**src/rtl/uart_tx_flow.sv**
```systemverilog
// 8N1 UART transmitter fed by a small byte FIFO over valid/ready.
// A new frame starts only while the synchronised clear-to-send is high.
module uart_tx_flow #(
  parameter int unsigned CLKS_PER_BIT = 868,
  parameter int unsigned FIFO_DEPTH   = 4
) (
  input  logic                          clk,
  input  logic                          rst,
  input  logic [7:0]                    data_in,
  input  logic                          data_valid,
  output logic                          data_ready,
  input  logic                          cts,
  output logic                          tx,
  output logic                          busy,
  output logic                          tx_buffer_empty,
  output logic [$clog2(FIFO_DEPTH):0]   fifo_count
);

  localparam int unsigned AW = $clog2(FIFO_DEPTH);
  localparam int unsigned CW = $clog2(CLKS_PER_BIT);
  localparam logic [CW-1:0] BAUD_LAST  = CW'(CLKS_PER_BIT - 1);
  localparam logic [AW:0]   FULL_COUNT = (AW + 1)'(FIFO_DEPTH);

  typedef enum logic [1:0] {
    IDLE,
    START,
    DATA,
    STOP
  } state_t;

  state_t          r_state;
  state_t          w_next_state;

  logic [7:0]      r_mem [FIFO_DEPTH];
  logic [AW-1:0]   r_wr_ptr;
  logic [AW-1:0]   r_rd_ptr;
  logic [AW:0]     r_count;

  logic            r_cts_meta;
  logic            r_cts_sync;

  logic [CW-1:0]   r_baud;
  logic [2:0]      r_bit_idx;
  logic [7:0]      r_shift;
  logic            r_tx;

  logic            w_push;
  logic            w_pop;
  logic            w_baud_done;
  logic            w_tx_d;

  assign data_ready      = (r_count != FULL_COUNT);
  assign tx_buffer_empty = (r_count == '0);
  assign fifo_count      = r_count;
  assign busy            = (r_state != IDLE);
  assign tx              = r_tx;

  assign w_push      = data_valid && data_ready;
  assign w_baud_done = (r_baud == BAUD_LAST);

  // Storage needs no reset: only entries below r_count are ever read.
  always_ff @(posedge clk) begin
    if (w_push) begin
      r_mem[r_wr_ptr] <= data_in;
    end
  end

  always_ff @(posedge clk or negedge rst) begin
    if (!rst) begin
      r_wr_ptr <= '0;
      r_rd_ptr <= '0;
      r_count  <= '0;
    end else begin
      if (w_push) begin
        r_wr_ptr <= r_wr_ptr + AW'(1);
      end
      if (w_pop) begin
        r_rd_ptr <= r_rd_ptr + AW'(1);
      end
      case ({w_push, w_pop})
        2'b10:   r_count <= r_count + (AW + 1)'(1);
        2'b01:   r_count <= r_count - (AW + 1)'(1);
        default: r_count <= r_count;
      endcase
    end
  end

  always_ff @(posedge clk or negedge rst) begin
    if (!rst) begin
      r_cts_meta <= 1'b0;
      r_cts_sync <= 1'b0;
    end else begin
      r_cts_meta <= cts;
      r_cts_sync <= r_cts_meta;
    end
  end

  always_ff @(posedge clk or negedge rst) begin
    if (!rst) begin
      r_state <= IDLE;
    end else begin
      r_state <= w_next_state;
    end
  end

  always_comb begin
    w_next_state = r_state;
    w_pop        = 1'b0;
    w_tx_d       = 1'b1;
    case (r_state)
      IDLE: begin
        if (!tx_buffer_empty && r_cts_sync) begin
          w_pop        = 1'b1;
          w_next_state = START;
        end
      end
      START: begin
        w_tx_d = 1'b0;
        if (w_baud_done) begin
          w_next_state = DATA;
        end
      end
      DATA: begin
        w_tx_d = r_shift[0];
        if (w_baud_done && (r_bit_idx == 3'd7)) begin
          w_next_state = STOP;
        end
      end
      STOP: begin
        if (w_baud_done) begin
          w_next_state = IDLE;
        end
      end
      default: w_next_state = IDLE;
    endcase
  end

  always_ff @(posedge clk or negedge rst) begin
    if (!rst) begin
      r_baud    <= '0;
      r_bit_idx <= '0;
      r_shift   <= '0;
      r_tx      <= 1'b1;
    end else begin
      if ((r_state == IDLE) || w_baud_done) begin
        r_baud <= '0;
      end else begin
        r_baud <= r_baud + CW'(1);
      end

      if (r_state != DATA) begin
        r_bit_idx <= '0;
      end else if (w_baud_done) begin
        r_bit_idx <= r_bit_idx + 3'd1;
      end

      if (w_pop) begin
        r_shift <= r_mem[r_rd_ptr];
      end else if ((r_state == DATA) && w_baud_done) begin
        r_shift <= {1'b0, r_shift[7:1]};
      end

      // Line level lags the state by one cycle so it is glitch-free.
      r_tx <= w_tx_d;
    end
  end

endmodule

```
**config.mk**
```make
export PLATFORM = sky130hd
export DESIGN_NAME = uart_tx_flow
export DESIGN_NICKNAME = d
export VERILOG_FILES = /design/src/rtl/uart_tx_flow.sv
export SDC_FILE = /design/constraint.sdc
export NUM_CORES = 1
export LEC_CHECK = 0
export CORE_MARGIN = 2
export CORE_UTILIZATION = 35
export CTS_CLUSTER_DIAMETER = 80
export DETAILED_ROUTE_END_ITERATION = 16
export MAX_ROUTING_LAYER = met4
export SYNTH_ARGS = -nofsm -noshare
export SYNTH_HDL_FRONTEND = slang
export SYNTH_SLANG_ARGS = --single-unit
```
**constraint.sdc**
```tcl
create_clock -name clk -period 3.15 [get_ports clk]
set_clock_uncertainty 0.2 [all_clocks]
set_input_delay 0.63 -clock clk [delete_from_list [all_inputs] [get_ports clk]]
set_output_delay 0.63 -clock clk [all_outputs]
set_load 0.02 [all_outputs]
```
==> run metrics <==
sum of net half-perimeters after detailed placement 2990 um; clock-pin slew on the worst setup and hold paths 0.08 ns; placeable core area 0.00809 sq mm; layout-stage area growth over the synthesis result 17.5%; Hold Buf Count CTS 0; antenna violations before repair 0; CP Capture Type output port; Cells after Synth 193; origin of the critical flop-to-flop path r_state[0]$_DFFE_PN0P_; storage element area 0.00179 sq mm; CTS H-tree lvls 3; maximum net fanout on the critical path 5; max cap viols 0; count of yosys warnings during synthesis 0; sw power 1.00 mW; Port Buffer Count 18; die width 94.5 um; fraction of post-synthesis cell area in the top cell type by area 0.335; synthesized cell area 0.00287 sq mm; overall die area 0.00893 sq mm; starting density of the core 0.354; flop and latch count out of synthesis 65; library cell occupying the most area in the post-synthesis netlist sky130_fd_sc_hd__edfxtp_1; most used routing layer met2; Syn Area/Cell 14.9 sq um; Post-Syn Nets 219; Vias/cell 4.72; detail-routed net length per standard cell 13.4 um; post-detailed-route DRC marker count 0; power after layout 2.97 mW; fill cell count 776; worst-case clock buffer depth 2; Final Max Slew Viols 0; post-route clock period utilization 0.851; top-level port count 19; design area 0.00337 sq mm; worst setup path category flip-flop to output port; count of cell types in the netlist 34; status finished, final reports clean; Resized cells post-CTS 0; number of buffers added by the clock tree synthesis step 9; net switching share of the total power 0.338; vias 1552; power density over the cells 880 mW/mm^2; startpoint of the most critical setup path fifo_count[1]$_DFFE_PN0P_; violation count after the first detailed-routing iteration 50; post-synthesis async set-or-reset flop share 0.508; die extent in y 94.5 um; portion of total power attributed to combinational logic 0.306; share of cells above drive strength 1 0.161; met2 routing resource usage after global routing 0.191; detailed-router iteration count before antenna repair 4; number of enable flip-flop cells after synthesis 32; Core Rows 33; total routed wirelength 4420 um; CTS Sinks 65; data arrival time of the critical path 1.85 ns; fmax 373 MHz; RSZ-0062 raised after global routing false; nets 245; GR met3 Demand/Resource 0.0479; area of combinational cells with multiple inputs 0.00101 sq mm; Hold Fails Final Rpt 0; met1 global-route usage 0.145; max_slew headroom 0.603; maximum vdd drop 0.000332 V; global router's overall resource usage 0.122; final critical delay including setup and external delays 2.68 ns; Pint 1.96 mW; hold_sp r_cts_meta$_DFF_PN0_; Primary FF master, synth sky130_fd_sc_hd__edfxtp_1; global-route wire length before repair 7820 um; Setup-failing EPs final 0; leakage power total 1.34 nW; final weighted congestion in routability-driven placement 0.738; TritonCTS clock tree yes; post-detailed-placement cell area 0.00316 sq mm; remaining number of nets flagged by the antenna check after routing 0; vias in the first global route 1613; type of element launching the critical path flip-flop; Total Neg Setup Slack 0 ns; master cell of the clock root buffer sky130_fd_sc_hd__clkbuf_8; sequential group share of total power 0.443; share of total power in the clock network 0.251; count of inserted antenna diode cells 0; GRT overflow 0; pin count of the biggest net entering global routing 34; measured slew at the worst slew-check pin 0.596 ns; portion of the post-synthesis area used by sequential elements 0.623; insertion delay to the later sink of the worst-skew pair 0.34 ns; HP Class flip-flop to flip-flop; worst endpoint required time 2.32 ns; # Post-CTS Setup Buffers 0; Area contributors post-synth sky130_fd_sc_hd__edfxtp_1 (34%), sky130_fd_sc_hd__dfrtp_1 (28%), sky130_fd_sc_hd__mux4_2 (6.3%), sky130_fd_sc_hd__ha_1 (5.7%), sky130_fd_sc_hd__mux2i_1 (3.1%)
stage by stage:
step / instances / utilization / hold WS [ns] / setup slack [ns]
floorplan: 193 / - / 0.131 / 0.699
CTS: 329 / 0.417 / 0.174 / 0.438
detailed placement: 313 / 0.391 / 0.156 / 0.511
finish: 329 / 0.417 / 0.166 / 0.470
global placement: 313 / 0.391 / 0.133 / 0.549
global route: 329 / 0.417 / 0.188 / 0.376
power by group through the flow:
stage                     logic (mW)  registers (mW)  clock network (mW)
after CTS                      0.931            1.32               0.768
final                          0.908            1.31               0.744
after global routing            1.03            1.35               0.808
after floorplan                0.711            1.27                   0
after detailed placement       0.929            1.33                   0
after global placement         0.914            1.33                   0
cells by family (layout without fill, tap and decap cells):
family	Yosys count	in the layout	synth area share
xor gates and xnor gates	15	15	0.0458
adders and majority gates	14	14	0.0637
buffers and inverters	15	46	0.0231
AOI/OAI and AO/OA	16	16	0.0511
and+or+nand+nor	49	49	0.0894
muxes	19	19	0.103
DFF	65	65	0.623
critical path, stage by stage, from the launching register on:
cell and delay, ns:
sky130_fd_sc_hd__dfrtp_1 0.44, sky130_fd_sc_hd__or3_1 0.42, sky130_fd_sc_hd__inv_1 0.07, sky130_fd_sc_hd__clkdlybuf4s50_1 0.59
per-layer routing:
layer | share of wire | vias up
li1 | - | 754
met1 | 0.45 | 766
met2 | 0.49 | 25
met3 | 0.043 | 7
met4 | 0.0081 | 0
met5 | 0 | -
final timing paths:
path                                        endpoint  slack [ns]  cells after the start
setup reg to reg           fifo_count[2]$_DFFE_PN0P_        0.71                      9
setup / recovery                     tx_buffer_empty        0.47                      3
hold / removal                  r_cts_sync$_DFF_PN0_        0.17                      0
max in group asynchronous               tx$_DFF_PN1_        1.94                      2
hold reg to reg                 r_cts_sync$_DFF_PN0_        0.17                      0
min in group asynchronous    r_wr_ptr[0]$_DFFE_PN0P_        0.48                      2
area by class of cell:
type	instances	share of cell area
Timing Repair Buffer	19	0.0557
Multi-Input combinational cell	113	0.301
Clock buffer	9	0.0367
Tap cell	105	0.0390
Sequential cell	65	0.530
Inverter	11	0.0122
Clock inverter	7	0.0252
cell usage in the layout (no fill, tap or decap), drive strengths merged, types with 3 or more instances in the layout:
cell type and count:
clkbuf 9, dfrtp 32, and3 6, nand2 13
mux4 8, nand3 5, ha 13, clkdlybuf4s50 18
xnor2 8, inv 15, edfxtp 32, nand4 3
mux2i 9, nor3 3, o21ai 9, nor2 14
xor2 7
state kept, by name, indices dropped and copies added (netlist names):
name,count
fifo_count,3
r_bit_idx,3
r_shift,8
r_cts_meta,1
tx,1
r_state,2
r_wr_ptr,2
r_mem,32
r_cts_sync,1
r_baud,10
r_rd_ptr,2
cells in the mapped netlist, types with 3 or more instances:
library cell                n
sky130_fd_sc_hd__dfrtp_1   32
sky130_fd_sc_hd__edfxtp_1  32
sky130_fd_sc_hd__nor2_1    14
sky130_fd_sc_hd__ha_1      13
sky130_fd_sc_hd__nand2_1   13
sky130_fd_sc_hd__inv_1     11
sky130_fd_sc_hd__mux2i_1    9
sky130_fd_sc_hd__mux4_2     8
sky130_fd_sc_hd__xnor2_1    8
sky130_fd_sc_hd__xor2_1     7
sky130_fd_sc_hd__and3_1     6
sky130_fd_sc_hd__o21ai_0    6
sky130_fd_sc_hd__nand3_1    4
sky130_fd_sc_hd__nand4_1    3
sky130_fd_sc_hd__nor3_1     3
sky130_fd_sc_hd__o21ai_1    3
Power figures use the tool's default switching activity.
